## src/rtl/epcl_pkg.sv

```systemverilog
// Shared types and helpers for the per-channel FIFO arbiter.
package epcl_pkg;

  typedef enum logic [2:0] {
    IDLE   = 3'd0,
    SEL    = 3'd1,
    SETTLE = 3'd2,
    POP    = 3'd3,
    SEND   = 3'd4
  } arb_state_t;

  localparam int MAX_CH = 8;

  // Next index strictly after ptr whose mask bit is set, wrapping at MAX_CH-1.
  function automatic logic [2:0] next_rr(input logic [MAX_CH-1:0] mask,
                                         input logic [2:0]        ptr);
    logic [2:0] idx;
    logic [2:0] res;
    logic       found;
    idx   = '0;
    res   = ptr;
    found = 1'b0;
    for (int off = 1; off <= MAX_CH; off++) begin
      idx = 3'((int'(ptr) + off) % MAX_CH);
      if (!found && mask[idx]) begin
        res   = idx;
        found = 1'b1;
      end
    end
    return res;
  endfunction

endpackage

```

## src/rtl/epcl_rr_pick.sv

```systemverilog
// Masked round-robin priority picker: first set req bit at or after ptr, wrapping.
module epcl_rr_pick #(
  parameter int N = 4,
  parameter int W = 2
) (
  input  logic [N-1:0] req,
  input  logic [W-1:0] ptr,
  output logic [W-1:0] grant,
  output logic         any
);

  logic [N-1:0] rot;
  int           sum;

  always_comb begin
    grant = '0;
    any   = 1'b0;
    sum   = 0;
    // rot[k] corresponds to req[(ptr + k) mod N]
    rot   = N'({req, req} >> ptr);
    for (int k = 0; k < N; k++) begin
      if (!any && rot[k]) begin
        any = 1'b1;
        sum = int'(ptr) + k;
        if (sum >= N) sum = sum - N;
        grant = W'(sum);
      end
    end
  end

endmodule

```

## src/rtl/epcl_ch_arbiter.sv

```systemverilog
// Drains per-channel sample FIFOs into one AXI-Stream master, either round-robin
// single-beat packets or one ordered packet per conversion frame.
module epcl_ch_arbiter
  import epcl_pkg::*;
#(
  parameter int DATA_WIDTH = 16,
  parameter int NUM_CH     = 4,
  parameter int CH_W       = $clog2(NUM_CH)
) (
  input  logic                         clk,
  input  logic                         rst_n,
  input  logic [NUM_CH-1:0]            ch_en,
  input  logic                         frame_mode,
  input  logic [NUM_CH-1:0]            fifo_valid,
  input  logic [NUM_CH*DATA_WIDTH-1:0] fifo_rd_data,
  output logic [NUM_CH-1:0]            fifo_rd_en,
  output logic [DATA_WIDTH-1:0]        m_axis_tdata,
  output logic [CH_W-1:0]              m_axis_tuser,
  output logic                         m_axis_tlast,
  output logic                         m_axis_tvalid,
  input  logic                         m_axis_tready,
  output logic                         busy,
  output logic [31:0]                  frame_cnt
);

  localparam logic [MAX_CH-1:0] ALL_CH = MAX_CH'((1 << NUM_CH) - 1);

  arb_state_t            state, state_nx;
  logic [NUM_CH-1:0]     en_q;
  logic [NUM_CH-1:0]     sent;
  logic                  frame_q;
  logic [CH_W-1:0]       g;
  logic [CH_W-1:0]       rr_ptr;
  logic [CH_W-1:0]       hi_ch;
  logic [CH_W-1:0]       pick_grant;
  logic [CH_W-1:0]       pick_ptr;
  logic [NUM_CH-1:0]     pick_req;
  logic                  pick_any;
  logic                  g_valid;
  logic                  handshake;
  logic                  start;
  logic [DATA_WIDTH-1:0] g_data;

  always_comb begin
    hi_ch  = '0;
    g_data = '0;
    for (int k = 0; k < NUM_CH; k++) begin
      if (en_q[k]) hi_ch = CH_W'(k);
      if (int'(g) == k) g_data = fifo_rd_data[k*DATA_WIDTH +: DATA_WIDTH];
    end
  end

  // Frame mode walks the unsent enabled channels from index 0 upward.
  assign pick_req  = frame_q ? (en_q & ~sent) : (fifo_valid & en_q);
  assign pick_ptr  = frame_q ? '0 : rr_ptr;
  assign g_valid   = fifo_valid[g];
  assign handshake = (state == SEND) && m_axis_tready;
  assign start     = frame_mode ? ((ch_en != '0) && ((fifo_valid & ch_en) == ch_en))
                                : (|(fifo_valid & ch_en));

  epcl_rr_pick #(
    .N (NUM_CH),
    .W (CH_W)
  ) u_pick (
    .req   (pick_req),
    .ptr   (pick_ptr),
    .grant (pick_grant),
    .any   (pick_any)
  );

  always_ff @(posedge clk or negedge rst_n) begin
    if (!rst_n) state <= IDLE;
    else        state <= state_nx;
  end

  always_comb begin
    state_nx   = state;
    fifo_rd_en = '0;
    case (state)
      IDLE:   if (start) state_nx = SEL;
      SEL:    state_nx = pick_any ? SETTLE : IDLE;
      SETTLE: state_nx = POP;
      POP: begin
        // A grant that lost valid is only possible through external misuse; reselect.
        if (g_valid) begin
          fifo_rd_en[g] = 1'b1;
          state_nx      = SEND;
        end else begin
          state_nx = SEL;
        end
      end
      SEND: begin
        if (m_axis_tready) state_nx = (!frame_q || m_axis_tlast) ? IDLE : SEL;
      end
      default: state_nx = IDLE;
    endcase
  end

  always_ff @(posedge clk or negedge rst_n) begin
    if (!rst_n) begin
      en_q         <= '0;
      frame_q      <= 1'b0;
      sent         <= '0;
      g            <= '0;
      rr_ptr       <= '0;
      m_axis_tdata <= '0;
      m_axis_tuser <= '0;
      m_axis_tlast <= 1'b0;
      frame_cnt    <= '0;
    end else begin
      case (state)
        IDLE: begin
          en_q    <= ch_en;
          frame_q <= frame_mode;
          sent    <= '0;
        end
        SEL: if (pick_any) g <= pick_grant;
        POP: begin
          if (g_valid) begin
            m_axis_tdata <= g_data;
            m_axis_tuser <= g;
            m_axis_tlast <= !frame_q || (g == hi_ch);
            sent[g]      <= 1'b1;
          end
        end
        default: ;
      endcase
      if (handshake) begin
        if (m_axis_tlast) frame_cnt <= frame_cnt + 32'd1;
        if (!frame_q) rr_ptr <= CH_W'(next_rr(ALL_CH, 3'(g)));
      end
    end
  end

  assign m_axis_tvalid = (state == SEND);
  assign busy          = (state != IDLE);

endmodule

```

## config.mk

```make
export PLATFORM = sky130hd
export DESIGN_NAME = epcl_ch_arbiter
export DESIGN_NICKNAME = d
export VERILOG_FILES = /design/src/rtl/epcl_pkg.sv /design/src/rtl/epcl_rr_pick.sv /design/src/rtl/epcl_ch_arbiter.sv
export SDC_FILE = /design/constraint.sdc
export NUM_CORES = 1
export LEC_CHECK = 0
export BUFFER_PORTS_ARGS = -buffer_cell sky130_fd_sc_hd__clkbuf_2
export CAP_MARGIN = 5
export CORE_ASPECT_RATIO = 0.9
export CORE_MARGIN = 2
export CORE_UTILIZATION = 54
export CTS_CLUSTER_DIAMETER = 80
export DETAILED_ROUTE_END_ITERATION = 7
export PLACE_DENSITY = 0.86
export SKIP_LAST_GASP = 1
export SYNTH_ARGS = -nofsm -noshare
export SYNTH_HDL_FRONTEND = slang
export SYNTH_SLANG_ARGS = --single-unit
```

## constraint.sdc

```tcl
create_clock -name clk -period 3.5 [get_ports clk]
set_input_delay 0.35 -clock clk [delete_from_list [all_inputs] [get_ports clk]]
set_output_delay 0.35 -clock clk [all_outputs]
set_load 0.01 [all_outputs]
```

==> impl_metrics.yaml <==
cts:
  hold_buffers: 0
  clock_latency_ns: 0.35
  clk_pin_slew_ns: 0.08
  numCtsBuffers: 9
  cts.htree.levels: 3
  cts_root_buffer: "clkbuf_8"
  cts_resized: 0
  cts_setup_buffers: 0
  clkSinkCount: 67
  cts_tree: "built"
  cts_buffer_depth: 2
global_routing:
  grt-ovfl-total: 0
  grt.met3_usage: 0.0417
  globalRouteMet2Util: 0.412
  grt_max_degree: 48
  grt_use_met1: 0.364
  top_usage_layer: "met2"
  grt_pass1_vias: 3387
  antenna_found_initial: 0
  grt_util_all_layers: 0.262
  grt_first_pass_wirelength_mm: 16.1
setup_path:
  start_kind: "flop"
  ff2ff_path_depth: 7
  cp_num_cells: 5
  endpoint_kind: "primary output"
  crit_arrival_ns: 2.37
  cp.buffers_inverters: 1
  crit_end: "fifo_rd_en[2]"
  max_stage_delay_ns: 0.61
  worstPathMaxFanout: 16
  r2r_slack_ns: 0.80
  r2r_start: "g[1]"
  cp_slowest_cell: "dfrtp_1"
  path_delay_family: "simple AND/OR/NAND/NOR gates"
  r2r-end: "m_axis_tdata[11]"
  cp_cell_sequence: "mux4_2 -> nand2_1 -> or2_1 -> nor2_1 -> clkbuf_2"
  crit_type: "reg -> out"
  worstPathRequired_ns: 3.15
  cp-startpoint: "g[0]"
synthesis:
  synth.avg_cell_area_um2: 9.41
  netlist_instances: 402
  syn_nets: 485
  async_reset_ff_frac: 1.00
  yosysWarnings: 0
  synth_top_family_by_area: "simple AND/OR/NAND/NOR gates"
  synth_top_area_cell: "dfrtp_1"
  synth_xor_area_frac: 0.0764
  synthAdderAreaFrac: 0.0232
  synth_top_area_frac: 0.443
  synthDistinctLibCells: 54
  synthSimpleGateAreaFrac: 0.213
  synth-main-ff-cell: "dfrtp_1"
  synth_mux_area_frac: 0.0238
  synth_compound_area_frac: 0.177
  synth_area_leaders: "dfrtp_1 (44%), xnor2_1 (4.6%), nand2_1 (4.4%), a221oi_1 (3.9%), o21ai_0 (3.4%)"
  ys_ff_latch: 67
  ys_seq_area_frac: 0.443
  synth-edff-count: 0
  netlist_area_um2: 3780
power:
  p_leak_nw: 2.41
  peakVddDrop_mv: 0.406
  p_per_area_nw_per_um2: 708
place:
  place_congestion: 0.942
  place_hpwl_mm: 7.33
  place_ws_ns: 0.885
  postPlaceCellArea_um2: 4480
  port_buffers: 132
timing:
  finalSetupViolations: 0
  fmax_mhz: 368
  final_max_slew_viol_count: 0
  setup_ws_ns: 0.783
  tns_ns: 0
  grt_setup_unrepaired: "no"
  finalCriticalPeriod_ns: 2.72
  relSlewSlack: 0.300
  hold_violations: 0
  worst_pin_slew_ns: 1.05
  fin_hold_ws_ns: 0.170
  finalClockSkew_ns: 0.0129
  period_share: 0.776
drt:
  via_per_inst: 5.74
  drcViolationCount: 0
  firstDrtPassIters: 5
  vias: 3573
  avgRoutedWirePerCell_um: 15.4
  routed_wl_mm: 9.61
  drt-initial-drc-count: 199
  final_antenna_net_count: 0
floorplanning:
  core_area_um2: 6690
  ios: 133
  die-area_um2: 7690
  die_y_um: 83.4
  row_count: 28
  die_w_um: 92.2
  initial_core_util: 0.565
final_layout:
  num_antenna_cells: 0
  syn_to_final_growth_pct: 24.8
  num-nets-final: 610
  drive_above_1_share: 0.312
  final_area_um2: 4720
outcome:
  outcome: "finished clean"
hold_path:
  hold_class: "in -> async"
job:
  drv_cap: 0
==> layer usage <==
layer,up-vias,share of wire
met3,24,0.079
met5,-,0
li1,1702,-
met2,191,0.46
met4,0,0.021
met1,1656,0.44
==> flip-flops by register name (all words and copies together) (netlist names) <==
signal and cells:
en_q 4, frame_cnt 32, frame_q 1, g 2, m_axis_tdata 16, m_axis_tlast 1
m_axis_tuser 2, rr_ptr 2, sent 4, state 3
==> through the flow <==
step | total power, mW | cells | util
after global placement | 2.54 | 606 | 0.670
after floorplan | 2.19 | 402 | -
final | 3.34 | 622 | 0.705
after CTS | 3.33 | 622 | 0.705
after detailed placement | 2.58 | 606 | 0.670
after global routing | 3.58 | 622 | 0.705
==> area by class of cell <==
type                            instances  area, um^2
Fill cell                             546        1970
Multi-Input combinational cell        297        1940
Sequential cell                        67        1680
Timing Repair Buffer                  136         691
Clock buffer                           11         151
Tap cell                               90         113
Clock inverter                          5        85.1
Inverter                               16        60.1
==> worst min-delay path by stage <==
stage                      end  cells after the start
6_report               en_q[1]                      1
5_1_grt                frame_q                      3
4_1_cts                sent[0]                      1
3_5_place_dp   m_axis_tdata[9]                      2
3_3_place_gp     frame_cnt[31]                      1
2_1_floorplan          en_q[0]                      0
==> power breakdown <==
| group | switching, mW | internal, mW | leakage [nW] |
|---|---|---|---|
| sequential | 0.250 | 0.949 | 0.878 |
| clock | 0.307 | 0.442 | 0.116 |
| combinational | 0.788 | 0.604 | 1.42 |
| total | 1.34 | 2.00 | 2.41 |
==> cells in the final DEF, fill, tap and decap left out, types with 15 or more instances in the layout <==
cell	Yosys	layout
clkbuf_2	0	131
dfrtp_1	67	67
nand2_1	44	44
nor2_1	32	32
o21ai_0	26	26
nor3_1	22	22
xnor2_1	20	20
a21oi_1	19	19
a221oi_1	17	17
inv_1	15	15
==> worst register-to-register path, stage by stage, from the launching register on <==
cell	delay, ns
dfrtp_1	0.51
inv_1	0.16
ha_1	0.43
nor2b_1	0.89
a221oi_1	0.19
nor3_1	0.21
a21oi_1	0.07
o21ai_0	0.15
==> cells by family (layout without fill, tap and decap cells) <==
family | count (synthesis) | in the layout
AOI/OAI and AO/OA | 98 | 98
xor gates and xnor gates | 33 | 33
muxes | 7 | 7
DFF | 67 | 67
and+or+nand+nor | 152 | 152
adders and majority gates | 7 | 7
buffers and inverters | 38 | 168
==> synthesized netlist by cell type, types with 2 or more instances <==
cell      count
inv_1        15
a21oi_1      19
buf_2         4
nor3b_1       2
o211a_1       2
clkbuf_1     16
nor2_1       32
a221oi_1     17
a22oi_1       3
o41ai_1       2
a31oi_1       2
nand2_1      44
nand4_1       4
nand3_1      14
xnor2_1      20
o31ai_1       2
and3_1        8
o211ai_1      3
o21ai_0      26
nor3_1       22
nand2b_1      2
nor4_4        2
or2_1         2
buf_6         2
and4_1        3
o21a_1        8
nand3b_1      3
o221ai_1      2
o22ai_1       2
xor2_1       13
dfrtp_1      67
ha_1          7
nor2b_1       4
nand4b_1      3
mux2_2        6
Power figures use the tool's default switching activity.
